--- src/rtl/core_axi_mem_port.sv ---
// core_axi_mem_port: AXI4 master access unit for one core bus (INST or DATA).
// Converts single CPU-side requests into AXI4 INCR read bursts or single-beat
// writes. Only one transaction is outstanding at a time.
// Optional feature macro: AXI_PORT_ERRCHK_EN (sticky ERR on SLVERR/DECERR and
// RLAST mismatch). With the macro undefined, ERR is tied low.
module core_axi_mem_port #(
    parameter int C_M_AXI_ID_WIDTH   = 1,
    parameter int C_M_AXI_ADDR_WIDTH = 32,
    parameter int C_M_AXI_DATA_WIDTH = 32,
    parameter int C_BURST_LEN        = 8
) (
    input  logic                              ACLK,
    input  logic                              ARESETN,
    // CPU request side
    input  logic                              REQ_VALID,
    output logic                              REQ_READY,
    input  logic                              REQ_WE,
    input  logic [C_M_AXI_ADDR_WIDTH-1:0]     REQ_ADDR,
    input  logic [7:0]                        REQ_LEN,
    input  logic [C_M_AXI_DATA_WIDTH-1:0]     REQ_WDATA,
    input  logic [C_M_AXI_DATA_WIDTH/8-1:0]   REQ_WSTRB,
    // CPU response side
    output logic                              RSP_VALID,
    input  logic                              RSP_READY,
    output logic [C_M_AXI_DATA_WIDTH-1:0]     RSP_DATA,
    output logic                              RSP_LAST,
    output logic                              BUSY,
    output logic                              ERR,
    // AXI read address channel
    output logic [C_M_AXI_ID_WIDTH-1:0]       M_AXI_ARID,
    output logic [C_M_AXI_ADDR_WIDTH-1:0]     M_AXI_ARADDR,
    output logic [7:0]                        M_AXI_ARLEN,
    output logic [2:0]                        M_AXI_ARSIZE,
    output logic [1:0]                        M_AXI_ARBURST,
    output logic                              M_AXI_ARLOCK,
    output logic [3:0]                        M_AXI_ARCACHE,
    output logic [2:0]                        M_AXI_ARPROT,
    output logic [3:0]                        M_AXI_ARQOS,
    output logic                              M_AXI_ARUSER,
    output logic                              M_AXI_ARVALID,
    input  logic                              M_AXI_ARREADY,
    // AXI read data channel
    input  logic [C_M_AXI_DATA_WIDTH-1:0]     M_AXI_RDATA,
    input  logic [1:0]                        M_AXI_RRESP,
    input  logic                              M_AXI_RLAST,
    input  logic                              M_AXI_RVALID,
    output logic                              M_AXI_RREADY,
    // AXI write address channel
    output logic [C_M_AXI_ID_WIDTH-1:0]       M_AXI_AWID,
    output logic [C_M_AXI_ADDR_WIDTH-1:0]     M_AXI_AWADDR,
    output logic [7:0]                        M_AXI_AWLEN,
    output logic [2:0]                        M_AXI_AWSIZE,
    output logic [1:0]                        M_AXI_AWBURST,
    output logic                              M_AXI_AWLOCK,
    output logic [3:0]                        M_AXI_AWCACHE,
    output logic [2:0]                        M_AXI_AWPROT,
    output logic [3:0]                        M_AXI_AWQOS,
    output logic                              M_AXI_AWUSER,
    output logic                              M_AXI_AWVALID,
    input  logic                              M_AXI_AWREADY,
    // AXI write data channel
    output logic [C_M_AXI_DATA_WIDTH-1:0]     M_AXI_WDATA,
    output logic [C_M_AXI_DATA_WIDTH/8-1:0]   M_AXI_WSTRB,
    output logic                              M_AXI_WLAST,
    output logic                              M_AXI_WUSER,
    output logic                              M_AXI_WVALID,
    input  logic                              M_AXI_WREADY,
    // AXI write response channel
    input  logic [1:0]                        M_AXI_BRESP,
    input  logic                              M_AXI_BVALID,
    output logic                              M_AXI_BREADY
);

    localparam int STRB_W = C_M_AXI_DATA_WIDTH / 8;
    localparam int LSB    = $clog2(STRB_W);
    localparam logic [7:0] MAX_LEN = 8'(C_BURST_LEN - 1);
    localparam logic [C_M_AXI_ADDR_WIDTH-1:0] ADDR_MASK = C_M_AXI_ADDR_WIDTH'((1 << LSB) - 1);

    typedef enum logic [2:0] {
        IDLE    = 3'd0,
        RD_ADDR = 3'd1,
        RD_DATA = 3'd2,
        WR_REQ  = 3'd3,
        WR_RESP = 3'd4
    } state_t;

    state_t state, state_nxt;

    logic [C_M_AXI_ADDR_WIDTH-1:0] addr_q;
    logic [7:0]                    len_q;
    logic [7:0]                    cnt_q;
    logic [C_M_AXI_DATA_WIDTH-1:0] wdata_q;
    logic [STRB_W-1:0]             wstrb_q;
    logic                          aw_done_q;
    logic                          w_done_q;

    logic       last_beat;
    logic [7:0] len_cap;

    assign last_beat = (cnt_q == len_q);
    assign len_cap   = (REQ_LEN > MAX_LEN) ? MAX_LEN : REQ_LEN;

    // State register with synchronous active-low reset
    always_ff @(posedge ACLK) begin
        if (!ARESETN) state <= IDLE;
        else          state <= state_nxt;
    end

    // Next-state and handshake outputs, all decoded from the current state
    always_comb begin
        state_nxt     = state;
        REQ_READY     = 1'b0;
        RSP_VALID     = 1'b0;
        RSP_DATA      = '0;
        RSP_LAST      = 1'b0;
        M_AXI_ARVALID = 1'b0;
        M_AXI_RREADY  = 1'b0;
        M_AXI_AWVALID = 1'b0;
        M_AXI_WVALID  = 1'b0;
        M_AXI_BREADY  = 1'b0;
        case (state)
            IDLE: begin
                REQ_READY = 1'b1;
                if (REQ_VALID) state_nxt = REQ_WE ? WR_REQ : RD_ADDR;
            end
            RD_ADDR: begin
                M_AXI_ARVALID = 1'b1;
                if (M_AXI_ARREADY) state_nxt = RD_DATA;
            end
            RD_DATA: begin
                M_AXI_RREADY = RSP_READY;
                RSP_VALID    = M_AXI_RVALID;
                RSP_DATA     = M_AXI_RDATA;
                RSP_LAST     = last_beat;
                if (M_AXI_RVALID && RSP_READY && last_beat) state_nxt = IDLE;
            end
            WR_REQ: begin
                M_AXI_AWVALID = !aw_done_q;
                M_AXI_WVALID  = !w_done_q;
                if ((aw_done_q || M_AXI_AWREADY) && (w_done_q || M_AXI_WREADY))
                    state_nxt = WR_RESP;
            end
            WR_RESP: begin
                M_AXI_BREADY = RSP_READY;
                RSP_VALID    = M_AXI_BVALID;
                RSP_LAST     = 1'b1;
                if (M_AXI_BVALID && RSP_READY) state_nxt = IDLE;
            end
            default: state_nxt = IDLE;
        endcase
    end

    // Request latch, beat counter and write-channel done flags
    always_ff @(posedge ACLK) begin
        if (!ARESETN) begin
            addr_q    <= '0;
            len_q     <= '0;
            cnt_q     <= '0;
            wdata_q   <= '0;
            wstrb_q   <= '0;
            aw_done_q <= 1'b0;
            w_done_q  <= 1'b0;
        end else begin
            case (state)
                IDLE: begin
                    if (REQ_VALID) begin
                        addr_q    <= REQ_ADDR & ~ADDR_MASK;
                        len_q     <= REQ_WE ? '0 : len_cap;
                        wdata_q   <= REQ_WDATA;
                        wstrb_q   <= REQ_WSTRB;
                        aw_done_q <= 1'b0;
                        w_done_q  <= 1'b0;
                    end
                end
                RD_ADDR: begin
                    if (M_AXI_ARREADY) cnt_q <= '0;
                end
                RD_DATA: begin
                    if (M_AXI_RVALID && RSP_READY) cnt_q <= cnt_q + 8'd1;
                end
                WR_REQ: begin
                    if (M_AXI_AWREADY) aw_done_q <= 1'b1;
                    if (M_AXI_WREADY)  w_done_q  <= 1'b1;
                end
                default: ;
            endcase
        end
    end

`ifdef AXI_PORT_ERRCHK_EN
    logic err_q;
    logic unused_resp_lsb;
    assign unused_resp_lsb = ^{M_AXI_RRESP[0], M_AXI_BRESP[0]};

    // Sticky error: slave error responses and RLAST disagreeing with the beat count
    always_ff @(posedge ACLK) begin
        if (!ARESETN) begin
            err_q <= 1'b0;
        end else begin
            if (state == RD_DATA && M_AXI_RVALID && RSP_READY &&
                (M_AXI_RRESP[1] || (M_AXI_RLAST != last_beat)))
                err_q <= 1'b1;
            if (state == WR_RESP && M_AXI_BVALID && RSP_READY && M_AXI_BRESP[1])
                err_q <= 1'b1;
        end
    end
    assign ERR = err_q;
`else
    logic unused_resp;
    assign unused_resp = ^{M_AXI_RRESP, M_AXI_BRESP, M_AXI_RLAST};
    assign ERR = 1'b0;
`endif

    assign BUSY = (state != IDLE);

    assign M_AXI_ARID    = '0;
    assign M_AXI_ARADDR  = addr_q;
    assign M_AXI_ARLEN   = len_q;
    assign M_AXI_ARSIZE  = 3'(LSB);
    assign M_AXI_ARBURST = 2'b01;
    assign M_AXI_ARLOCK  = 1'b0;
    assign M_AXI_ARCACHE = 4'b0011;
    assign M_AXI_ARPROT  = '0;
    assign M_AXI_ARQOS   = '0;
    assign M_AXI_ARUSER  = 1'b0;

    assign M_AXI_AWID    = '0;
    assign M_AXI_AWADDR  = addr_q;
    assign M_AXI_AWLEN   = '0;
    assign M_AXI_AWSIZE  = 3'(LSB);
    assign M_AXI_AWBURST = 2'b01;
    assign M_AXI_AWLOCK  = 1'b0;
    assign M_AXI_AWCACHE = 4'b0011;
    assign M_AXI_AWPROT  = '0;
    assign M_AXI_AWQOS   = '0;
    assign M_AXI_AWUSER  = 1'b0;

    assign M_AXI_WDATA   = wdata_q;
    assign M_AXI_WSTRB   = wstrb_q;
    assign M_AXI_WLAST   = 1'b1;
    assign M_AXI_WUSER   = 1'b0;

endmodule
--- config.mk ---
export PLATFORM = sky130hd
export DESIGN_NAME = core_axi_mem_port
export DESIGN_NICKNAME = d
export VERILOG_FILES = /design/src/rtl/core_axi_mem_port.sv
export SDC_FILE = /design/constraint.sdc
export NUM_CORES = 1
export LEC_CHECK = 0
export BUFFER_PORTS_ARGS = -buffer_cell sky130_fd_sc_hd__buf_2
export CELL_PAD_IN_SITES_DETAIL_PLACEMENT = 0
export CELL_PAD_IN_SITES_GLOBAL_PLACEMENT = 1
export CORE_MARGIN = 5
export CORE_UTILIZATION = 30
export CTS_CLUSTER_DIAMETER = 150
export DETAILED_ROUTE_END_ITERATION = 8
export HOLD_SLACK_MARGIN = 0.1
export PLACE_DENSITY = 0.95
export SLEW_MARGIN = 20
export SYNTH_ARGS = -nofsm -noshare
export SYNTH_HDL_FRONTEND = slang
export SYNTH_SLANG_ARGS = --single-unit
--- constraint.sdc ---
create_clock -name ACLK -period 3.9 [get_ports ACLK]
set_input_delay 0.78 -clock ACLK [delete_from_list [all_inputs] [get_ports ACLK]]
set_output_delay 0.78 -clock ACLK [all_outputs]
set_load 0.05 [all_outputs]
## Word level (Yosys, flattened, before mapping)

Index checks and enable logic that the tools add are counted.

| storage, ports and cells | value |
|---|---|
| bits of input ports | 123 |
| output and inout bits | 198 |
| logic and storage cells | 66 |
| register bits after elaboration | 87 |

| operators by class | value |
|---|---|
| $lt $le $gt $ge | 1 |
| mux-type cells | 26 |
| $add $sub $neg | 1 |
| reduce and logical (&&, ||, !) cells | 17 |
| equal/unequal tests | 13 |

Operators with widths:

| operator | count |
|---|---|
| $mux 32 | 1 |
| $mux 8 | 4 |
| $ne 2x2->1 const B | 8 |
| $pmux 8 s2 | 1 |
| $mux 3 | 5 |
| $pmux 3 s5 | 1 |
| $mux 1 | 9 |
| $reduce_and 3->1 | 3 |
| $add 8x1->8 const B | 1 |
| $eq 8x8->1 | 1 |
| $gt 8x3->1 const B | 1 |
| $pmux 1 s2 | 4 |
| $eq 3x2->1 const B | 2 |
| $reduce_and 5->1 | 1 |
| $logic_and 1x1->1 | 4 |
| $reduce_bool 2->1 | 2 |
| $eq 3x1->1 const B | 1 |
| $eq 3x3->1 const B | 1 |
| $logic_not 3->1 | 1 |
| $reduce_bool 3->1 | 1 |
| $logic_not 1->1 | 2 |
| $logic_or 1x1->1 | 2 |
| $mux 2 | 1 |
| $reduce_and 2->1 | 1 |

## Depth between registers and ports, before layout

| logic depth | value |
|---|---|
| depth after elaboration | 4 |
| gate-level depth with buffers | 7 |
| mapped depth without buffers | 5 |

## Least setup slack after synthesis

No wires, ideal clock.

| path | value |
|---|---|
| kind | input port to output port |
| start | input RSP_READY |
| end | output M_AXI_BREADY |
| data arrival time | 1.926 ns |
| stages | 1 |
| slack | 1.194 ns |
| required time | 3.120 ns |
| path buffers | 0 |
| cells stage by stage | nor3b_1 |

| between the ends | value |
|---|---|
| longest elaborated chain between the ends | 1 |

Ends and longest elaborated chain:

| element | line | text |
|---|---|---|
| start: declaration | 24 | `input logic RSP_READY,` |
| $mux 1 | 121 | `case (state)` |
| end: declaration | 71 | `output logic M_AXI_BREADY` |

No other way between the ends.

## Worst setup path in the final report

| path | value |
|---|---|
| start | register state[1] |
| end | output RSP_DATA[28] |

| between the ends | value |
|---|---|
| longest elaborated chain between the ends | 2 |

Ends and longest elaborated chain:

| element | line | text |
|---|---|---|
| start: declaration | 87 | `state_t state, state_nxt;` |
| start signal: assignment | 106 | `else state <= state_nxt;` |
| $eq 3x2->1 | 121 |  |
| $mux 32 | 121 |  |
| end: declaration | 25 | `output logic [C_M_AXI_DATA_WIDTH-1:0] RSP_DATA,` |

No other way between the ends.

==> results.yml <==
timing:
  drv_slew: 0
  setup_viol: 0
  period_needed_ns: 3.22
  timing.clock.skew_ns: 0.00719
  tns_ns: 0
  fin_crit_sh_pct: 82.6
  rsz0062_at_grt: "no"
  maxSlewHeadroom_pct: 41.5
  hold_viol_final: 0
  fmax_mhz: 310
  tightestPinTransition_ns: 0.873
floorplan:
  row_count: 44
  pin_count: 321
  dieArea_um2: 17200
  dieWidth_um: 131
  die_h_um: 131
  initial_core_util_pct: 30.5
  coreArea_um2: 14500
yosys:
  synth-async-reset-ratio_pct: 0
  yosys.area.top_type: "dfxtp_1"
  syn-instance-count: 541
  synth_top_area_share_pct: 39.5
  ys_warn_count: 0
  seq_area_frac_synth_pct: 39.5
  synth_cell_types: 38
  synth_edf_count: 0
  syn_avg_cell_area_um2: 8.15
  ys_ff_latch: 87
  synth.area.top_cells: "dfxtp_1, buf_4, nand2_1"
  synth_area_um2: 4410
  synth_flop_cell: "dfxtp_1"
clock_tree:
  hold_buffers: 0
  cts_tree: "done"
  path_clk_slew_ns: 0.07
  cts.sinks: 87
  clock_path_buffers: 2
  cts_buffers: 9
  h-tree-depth: 3
  cts_root_buf: "clkbuf_16"
  cts_setup_buffers: 0
  cts-resized-gates: 0
  worstSkewPairLatency_ns: 0.34
power:
  p_sw_share_pct: 52.2
  leakage_nw: 2.96
  power_switching_mw: 2.14
  pwr-share-comb_pct: 51.7
  p_per_area_nw_per_um2: 720
  p_seq_share_pct: 27.8
  internal_power_mw: 1.96
  p_clk_share_pct: 20.5
  ir_drop_uv: 449
place:
  dp_hpwl_um: 9690
  io_buffer_count: 260
  gp_congestion: 0.756
  place_area_um2: 5410
finish:
  drive_gt1_share_pct: 38.2
  fin_util_pct: 39.3
  final_area_um2: 5700
  syn_to_final_growth_pct: 29.1
  n_antenna_cell: 0
  nets: 876
critical_path:
  critPathKind: "flop to primary output"
  arrival_ns: 2.44
  crit_slowest_cell: "nor2b_2"
  crit_buf_inv: 1
  slowest_delay_ns: 0.75
  cp-start-kind: "flop"
  worstPathRequired_ns: 3.12
  crit_fanout: 34
  path_delay_family: "simple AND/OR/NAND/NOR gates"
  crit_path_cell_trace: "nor2b_1, nor2b_2, and2_1, buf_2"
  crit_path_end_kind: "primary output"
global_route:
  grt_pass1_vias: 3786
  met2_usage_pct: 24.3
  met3_usage_pct: 3.59
  grt_usage_pct: 13.8
  grt_pass1_wl_um: 19700
  grt_max_degree: 55
  met1_usage_pct: 15.9
  gr-max-usage-layer: "met2"
  antenna_found_initial: 0
  grt_overflow_total: 0
routing:
  drtIter0Drc: 191
  routedWlPerCell_um: 13.4
  first_pass_iters: 4
  viasPerCell: 4.26
  drc: 0
  dr_total_vias: 4011
  routed_wl_um: 12600
  antenna_left: 0
worst_hold_path:
  hold_path_class: "flop to flop"
flow_run:
  drv_cap: 0
status:
  status: "complete, no violations"
[power groups by stage]
stage | clock, mW | combinational (mW) | sequential (mW)
4_1_cts | 0.873 | 2.15 | 1.14
5_1_grt | 0.899 | 2.26 | 1.17
3_3_place_gp | 0 | 2.13 | 1.16
2_1_floorplan | 0 | 1.40 | 1.55
3_5_place_dp | 0 | 2.14 | 1.16
6_report | 0.839 | 2.12 | 1.14
[metrics by stage]
step                      setup WS (ns)  hold slack, ns  cells  power (mW)
after detailed placement          0.981           0.442    925        3.31
after global routing              0.342           0.464    941        4.32
after CTS                         0.588           0.452    941        4.16
final                             0.678           0.450    941        4.10
after floorplan                    1.19           0.459    592        2.95
after global placement            0.999           0.438    925        3.29
[sequential cells by signal, summed over array words and instances, names as in the netlist]
register / cells
cnt_q: 8
w_done_q: 1
M_AXI_ARLEN: 8
M_AXI_WDATA: 32
M_AXI_WSTRB: 4
state: 3
aw_done_q: 1
M_AXI_ARADDR: 30
[cell type report]
class,instances,area [um^2]
fillers,1526,8780
clock buffers,10,239
flip-flops and latches,87,1740
multi-input cells,389,2090
repair buffers,264,1340
clock inverters,6,51.3
well taps,184,230
inverters,1,3.75
[worst min-delay path, delay by kind of cell (launching register included)]
family | cells | cell delay [ns]
AND/OR/NAND/NOR | 1 | 0.05
flip-flops | 1 | 0.31
AO/OA/AOI/OAI | 1 | 0.05
[synth_stat cells (2+ instances only)]
| cell | n |
|---|---|
| a21boi_1 | 67 |
| buf_2 | 9 |
| nor2_1 | 17 |
| nor3b_1 | 3 |
| and2_1 | 38 |
| nor2b_1 | 4 |
| dfxtp_1 | 87 |
| and3_1 | 6 |
| clkbuf_1 | 16 |
| xnor2_1 | 8 |
| nor3_1 | 2 |
| xor2_1 | 6 |
| buf_4 | 89 |
| nand2_1 | 146 |
| nand2b_1 | 4 |
| nand3b_1 | 2 |
| conb_1 | 2 |
| nand4_1 | 6 |
| o31ai_1 | 3 |
| nand3_1 | 2 |
| a21oi_1 | 7 |
[layout by cell type (no fill, tap or decap), drive strengths merged, types with 8 or more instances in the layout]
cell type	count
a21oi	8
conb	53
xnor2	8
and2	38
nor2	18
dfxtp	87
nand2	146
a21boi	67
buf	264
clkbuf	10
[worst paths after layout]
kind	startpoint	endpoint	slack, ns	depth (start not counted)
setup reg to reg	state[0]$_SDFFE_PN0P_	M_AXI_WDATA[8]$_SDFFE_PN0P_	1.65	5
hold reg to reg	M_AXI_WDATA[6]$_SDFFE_PN0P_	M_AXI_WDATA[6]$_SDFFE_PN0P_	0.45	2
hold / removal	M_AXI_WDATA[6]$_SDFFE_PN0P_	M_AXI_WDATA[6]$_SDFFE_PN0P_	0.45	2
setup / recovery	state[1]$_SDFFE_PN0P_	RSP_DATA[28]	0.68	4
[kinds of logic (layout without fill, tap and decap cells)]
family                   count (synthesis)  count (layout)  synth area share (%)
AND/OR/NAND/NOR                        235             235                  25.0
flip-flops                              87              87                  39.5
AO/OA/AOI/OAI                           85              85                  14.4
other                                    2              53                 0.170
multiplexers                             1               1                 0.227
buffers and inverters                  116             281                  17.7
adder cells (fa/ha/maj)                  1               1                 0.284
XOR/XNOR                                14              14                  2.78
[per-layer routing]
layer / routed length [um] / up-vias / part of all wire [%]
met2: 6180 / 196 / 49
li1: - / 2020 / -
met5: 0 / - / 0
met3: 1030 / 16 / 8.2
met1: 5130 / 1779 / 41
met4: 231 / 0 / 1.8
Power figures use the tool's default switching activity.
